$ cat src/rtl/mem_pkg.sv
// Shared types and defaults for the memory-access stage.
package mem_pkg;
    localparam int DATA_W_DEF = 8;
    localparam int ADDR_W_DEF = 8;
    localparam int RD_W_DEF   = 3;

    // Load data reported for stores and aborted accesses
    localparam logic [DATA_W_DEF-1:0] MEM_ZERO = '0;

    typedef enum logic [1:0] {
        IDLE = 2'd0,
        WAIT = 2'd1,
        DONE = 2'd2
    } state_t;
endpackage

$ cat src/rtl/mem_stage_wb_reg.sv
// MEM/WB pipeline register; a bubble kills the write-back enable and holds the rest.
module mem_wb_reg import mem_pkg::*; #(
    parameter int DATA_W = DATA_W_DEF,
    parameter int RD_W   = RD_W_DEF
) (
    input  logic              clk,
    input  logic              rst_n,
    input  logic              en,
    input  logic              bubble,
    input  logic              memToRegNxt,
    input  logic              regWriteNxt,
    input  logic [DATA_W-1:0] aluResNxt,
    input  logic [DATA_W-1:0] memDataNxt,
    input  logic [RD_W-1:0]   rdNxt,
    output logic              memToRegWB,
    output logic              regWriteWB,
    output logic [DATA_W-1:0] aluResWB,
    output logic [DATA_W-1:0] memDataWB,
    output logic [RD_W-1:0]   rdWB
);
    always_ff @(posedge clk or negedge rst_n) begin
        if (!rst_n) begin
            memToRegWB <= 1'b0;
            regWriteWB <= 1'b0;
            aluResWB   <= '0;
            memDataWB  <= '0;
            rdWB       <= '0;
        end else if (bubble) begin
            regWriteWB <= 1'b0;
        end else if (en) begin
            memToRegWB <= memToRegNxt;
            regWriteWB <= regWriteNxt;
            aluResWB   <= aluResNxt;
            memDataWB  <= memDataNxt;
            rdWB       <= rdNxt;
        end
    end
endmodule

$ cat src/rtl/mem_stage.sv
// Memory-access stage: issues loads/stores over a req/ack port, stalls upstream
// while an access is outstanding and registers results into MEM/WB.
module mem_stage import mem_pkg::*; #(
    parameter int DATA_W  = DATA_W_DEF,
    parameter int ADDR_W  = ADDR_W_DEF,
    parameter int RD_W    = RD_W_DEF,
    parameter int TIMEOUT = 16
) (
    input  logic              clk,
    input  logic              rst_n,
    input  logic              memReadMEM,
    input  logic              memWriteMEM,
    input  logic              memToRegMEM,
    input  logic              regWriteMEM,
    input  logic [DATA_W-1:0] aluResMEM,
    input  logic [DATA_W-1:0] readData2MEM,
    input  logic [RD_W-1:0]   rdMEM,
    output logic              dmem_req,
    output logic              dmem_we,
    output logic [ADDR_W-1:0] dmem_addr,
    output logic [DATA_W-1:0] dmem_wdata,
    input  logic [DATA_W-1:0] dmem_rdata,
    input  logic              dmem_ack,
    output logic              memStall,
    output logic              mem_err,
    output logic              memToRegWB,
    output logic              regWriteWB,
    output logic [DATA_W-1:0] aluResWB,
    output logic [DATA_W-1:0] memDataWB,
    output logic [RD_W-1:0]   rdWB
);
    localparam int CNT_W = $clog2(TIMEOUT);
    localparam logic [DATA_W-1:0] ZERO = DATA_W'(MEM_ZERO);

    state_t            state, stateNxt;
    logic [CNT_W-1:0]  cnt;
    logic [DATA_W-1:0] loadData, memDataNxt;
    logic              access, isLoad, expired;
    logic              stallRaw, wbEn, wbBubble;

    assign access  = memReadMEM | memWriteMEM;
    assign isLoad  = memReadMEM & ~memWriteMEM;
    assign expired = (cnt == CNT_W'(TIMEOUT - 1));

    always_ff @(posedge clk or negedge rst_n) begin
        if (!rst_n) state <= IDLE;
        else        state <= stateNxt;
    end

    always_comb begin
        stateNxt = state;
        unique case (state)
            IDLE:    if (access) stateNxt = WAIT;
            WAIT:    if (dmem_ack || expired) stateNxt = DONE;
            DONE:    stateNxt = IDLE;
            default: stateNxt = IDLE;
        endcase
    end

    always_comb begin
        dmem_req   = 1'b0;
        dmem_we    = 1'b0;
        dmem_addr  = '0;
        dmem_wdata = '0;
        stallRaw   = 1'b0;
        wbEn       = 1'b0;
        wbBubble   = 1'b0;
        memDataNxt = ZERO;
        unique case (state)
            IDLE: begin
                stallRaw = access;
                wbBubble = access;
                wbEn     = ~access;
            end
            WAIT: begin
                dmem_req   = 1'b1;
                dmem_we    = memWriteMEM;
                dmem_addr  = aluResMEM[ADDR_W-1:0];
                dmem_wdata = readData2MEM;
                stallRaw   = 1'b1;
                wbBubble   = 1'b1;
            end
            DONE: begin
                wbEn       = 1'b1;
                memDataNxt = loadData;
            end
            default: ;
        endcase
    end

    // Upstream must not stay frozen while the stage is held in reset
    assign memStall = stallRaw & rst_n;

    always_ff @(posedge clk or negedge rst_n) begin
        if (!rst_n) begin
            cnt      <= '0;
            loadData <= '0;
            mem_err  <= 1'b0;
        end else begin
            unique case (state)
                IDLE: if (access) cnt <= '0;
                WAIT: begin
                    if (dmem_ack) begin
                        loadData <= isLoad ? dmem_rdata : ZERO;
                    end else if (expired) begin
                        mem_err  <= 1'b1;
                        loadData <= ZERO;
                    end else begin
                        cnt <= cnt + CNT_W'(1);
                    end
                end
                default: ;
            endcase
        end
    end

    mem_wb_reg #(.DATA_W(DATA_W), .RD_W(RD_W)) u_memWb (
        .clk        (clk),
        .rst_n      (rst_n),
        .en         (wbEn),
        .bubble     (wbBubble),
        .memToRegNxt(memToRegMEM),
        .regWriteNxt(regWriteMEM),
        .aluResNxt  (aluResMEM),
        .memDataNxt (memDataNxt),
        .rdNxt      (rdMEM),
        .memToRegWB (memToRegWB),
        .regWriteWB (regWriteWB),
        .aluResWB   (aluResWB),
        .memDataWB  (memDataWB),
        .rdWB       (rdWB)
    );
endmodule
$ cat config.mk
export PLATFORM = sky130hd
export DESIGN_NAME = mem_stage
export DESIGN_NICKNAME = d
export VERILOG_FILES = /design/src/rtl/mem_pkg.sv /design/src/rtl/mem_stage_wb_reg.sv /design/src/rtl/mem_stage.sv
export SDC_FILE = /design/constraint.sdc
export NUM_CORES = 1
export LEC_CHECK = 0
export BUFFER_PORTS_ARGS = -buffer_cell sky130_fd_sc_hd__buf_2
export CAP_MARGIN = 15
export CORE_MARGIN = 1
export CORE_UTILIZATION = 40
export DETAILED_ROUTE_END_ITERATION = 10
export GPL_TIMING_DRIVEN = 0
export HOLD_SLACK_MARGIN = 0.02
export PLACE_DENSITY_LB_ADDON = 0.12
export SLEW_MARGIN = 5
export SYNTH_ARGS = -nofsm -noshare
export SYNTH_HDL_FRONTEND = slang
export SYNTH_SLANG_ARGS = --single-unit
$ cat constraint.sdc
create_clock -name clk -period 1.8 [get_ports clk]
set_clock_uncertainty 0.2 [all_clocks]
set_input_delay 0 -clock clk [delete_from_list [all_inputs] [get_ports clk]]
set_output_delay 0 -clock clk [all_outputs]
set_load 0.05 [all_outputs]
==> flow_metrics.tcl <==
set metrics [dict create \
    final_design_area_no_fill_sq_um 2420 \
    p_leak_nw 1.26 \
    final_util 0.643 \
    worst_ep_required_time_ps 1600 \
    power_density_nw_per_um2 1920 \
    worstSetupEndpoint "dmem_addr[3]" \
    portBuffers 74 \
    post-place-cells 239 \
    routed_wirelength_um 3730 \
    grt.busiest_layer "met2" \
    number_of_antenna_violations_at_the_first_check_in_global_routing 0 \
    maxCapViolations 0 \
    timing_worst_setup_path_type "flip-flop to primary output" \
    clkTransAtPathRegs_ps 80 \
    hold_class "input pin to asynchronous set/reset pin" \
    netlist_instances 117 \
    final_min_period_over_clock_period 0.962 \
    htree_num_levels 2 \
    area_growth_syn_to_layout_pct 50.3 \
    finalNetCount 257 \
    grt_pass1_vias 1298 \
    use_met3 0.0417 \
    setup_slack_on_the_worst_flop_to_flop_path_ps 140 \
    post-cts-setup-buffer-count 0 \
    ys_seq_elements 36 \
    row_count 22 \
    die_width_um 65.5 \
    cts-buffers-inserted 5 \
    syn-num-nets 152 \
    vias 1296 \
    synth_area_leaders "sky130_fd_sc_hd__dfrtp_1, sky130_fd_sc_hd__a22o_1, sky130_fd_sc_hd__and2_1, sky130_fd_sc_hd__mux2_4, sky130_fd_sc_hd__mux2_2" \
    gp_weighted_congestion 0.738 \
    ys_seq_area_frac 0.559 \
    start_kind "flip-flop" \
    clock-sinks 36 \
    tritoncts "yes" \
    post_cts_hold_buffer_count 24 \
    route.detailed.wl_per_inst_um 13.8 \
    post_route_cells_drive_above_1_share 0.484 \
    reg2reg_to "cnt[2]" \
    postSynth.topFlopCell "sky130_fd_sc_hd__dfrtp_1" \
    drt_pass1_iterations 4 \
    tightestPinTransition_ps 790 \
    use_met1 0.202 \
    synth-edff-count 0 \
    status "complete, but fails checks" \
    pin_count_of_the_biggest_net_entering_global_routing 38 \
    hold_ws_ps -400 \
    final_antenna_diode_count 0 \
    max_slew_margin 0.474 \
    critPathArrivalTime_ps 1530 \
    layoutNonFillerInstCount 271 \
    synth.avg_cell_area_sq_um 13.8 \
    critPathCaptureType "primary output" \
    globalRouteOverflowTotal 0 \
    finalSetupTns_ps 0 \
    worst_vdd_ir_uv 910 \
    post_synth_num_cell_types 33 \
    post-synth-top-area-fraction 0.559 \
    start_util 0.428 \
    use_met2 0.329 \
    drc 0 \
    avgViaCountPerCell 4.78 \
    rsz0062_at_grt "false" \
    yosys.area.top_type "sky130_fd_sc_hd__dfrtp_1" \
    post-route-min-period_ps 1730 \
    ys.warnings.count 0 \
    failed_checks "hold timing" \
    rr_worst_depth 4 \
    setup_viol 0 \
    worst_skew_pair.late_latency_ps 280 \
    max-clock-path-buffers 2 \
    ff_latch_area_sq_um 903 \
    fmaxAchievable_mhz 578 \
    timing.critical_path.from "state[1]" \
    antenna_violating_nets_post_route 0 \
    clk_root_buffer_cell "sky130_fd_sc_hd__clkbuf_8" \
    detail_route.iter0.violations 28 \
    io_pins 75 \
    post_synth_instance_area_sq_um 1610 \
    cp_max_fo 10 \
    core_region_area_sq_um 3770 \
    design.die.area_sq_um 4290 \
    grt_first_pass_wirelength_um 5720 \
    hold_violations_final 36 \
    slew_violations 0 \
    dpl.hpwl_um 2490 \
    postSynth.asyncResetShare 1.00 \
    synth_commonest_cells "sky130_fd_sc_hd__dfrtp_1, sky130_fd_sc_hd__and2_1, sky130_fd_sc_hd__a22o_1" \
    synthMostInstantiatedCell "sky130_fd_sc_hd__dfrtp_1" \
    dpl_cell_area_sq_um 2050 \
    fp.dieH_um 65.5 \
    critical_path.reg2reg.startpoint "cnt[0]" \
    total_routing_usage_gr 0.180 \
    final.fill_count 292 \
    area_used_by_multi_input_combinational_logic_sq_um 656 \
]
state kept, by name, summed over array words and instances (netlist names):
register	cells
u_memWb.regWriteWB	1
cnt	4
mem_err	1
u_memWb.memToRegWB	1
u_memWb.aluResWB	8
u_memWb.rdWB	3
loadData	8
state	2
u_memWb.memDataWB	8
cells in the final DEF, fill, tap and decap left out, types with 2 or more instances in the layout:
master                          netlist  final
sky130_fd_sc_hd__a22o_1              16     16
sky130_fd_sc_hd__mux2_2               6      6
sky130_fd_sc_hd__dfrtp_2              0      2
sky130_fd_sc_hd__buf_2                1     65
sky130_fd_sc_hd__mux2_4               6      6
sky130_fd_sc_hd__buf_4                0      8
sky130_fd_sc_hd__clkbuf_4             0      2
sky130_fd_sc_hd__and2_1              17     17
sky130_fd_sc_hd__nor3b_2              1      2
sky130_fd_sc_hd__dfrtp_1             36     34
sky130_fd_sc_hd__buf_6                3      3
sky130_fd_sc_hd__clkbuf_8             0      5
sky130_fd_sc_hd__nand2b_1             3      3
sky130_fd_sc_hd__dlygate4sd3_1        0     24
sky130_fd_sc_hd__and3_1               2      2
sky130_fd_sc_hd__inv_1                4      4
where the power goes:
part           internal [mW]  switching (mW)  leakage, nW
combinational          0.859            1.75        0.738
sequential              1.13           0.220        0.463
clock                  0.411           0.271       0.0552
area by class of cell:
| cell class | count | share of cell area |
|---|---|---|
| buffer | 5 | 0.0186 |
| clock buffer | 6 | 0.0299 |
| clock inverter | 2 | 0.0145 |
| inverter | 5 | 0.00774 |
| multi-input combinational | 71 | 0.271 |
| sequential | 36 | 0.373 |
| tap | 48 | 0.0248 |
| timing repair buffer | 98 | 0.261 |
critical path: stages (launching register included):
cell	delay, ps
sky130_fd_sc_hd__dfrtp_2	460
sky130_fd_sc_hd__nand2b_4	200
sky130_fd_sc_hd__inv_2	70
sky130_fd_sc_hd__buf_6	140
sky130_fd_sc_hd__and2_1	130
sky130_fd_sc_hd__buf_2	260
routing by layer:
| metal | vias to the layer above | wire length [um] |
|---|---|---|
| li1 | 622 | - |
| met1 | 619 | 1580 |
| met2 | 50 | 1940 |
| met3 | 5 | 177 |
| met4 | 0 | 40 |
| met5 | - | 0 |
through the flow:
stage               total power, mW  setup WS [ps]
finish                         4.65           68.8
global route                   4.88          0.801
CTS                            4.65           1.91
detailed placement             3.90            124
global placement               3.85            171
floorplan                      3.33            153
timing repair:
| action | CTS | global route |
|---|---|---|
| resized for setup | 2 | 17 |
| endpoints found under the setup margin | 9 | 17 |
| hold endpoints to repair | 64 | 36 |
cell families (layout without fill, tap and decap cells):
family          count (synthesis)  after routing  share of synthesized area
compound gates                 25             25                      0.153
simple gates                   32             32                      0.139
buf+inv                        10            116                     0.0380
flops                          36             36                      0.559
fa+ha+maj                       1              1                    0.00776
mux                            13             13                      0.104
worst min-delay path by stage:
stage,startpoint,to,slack [ps],cells after the start
3_3_place_gp,rst_n,u_memWb.rdWB[2],-80,1
6_report,rst_n,u_memWb.aluResWB[1],-400,1
5_1_grt,rst_n,u_memWb.aluResWB[1],-340,1
2_1_floorplan,rst_n,cnt[0],-500,0
4_1_cts,rst_n,u_memWb.aluResWB[1],-370,1
3_5_place_dp,rst_n,u_memWb.rdWB[2],-60,1
Note: power is estimated with default switching activity, not from simulation.
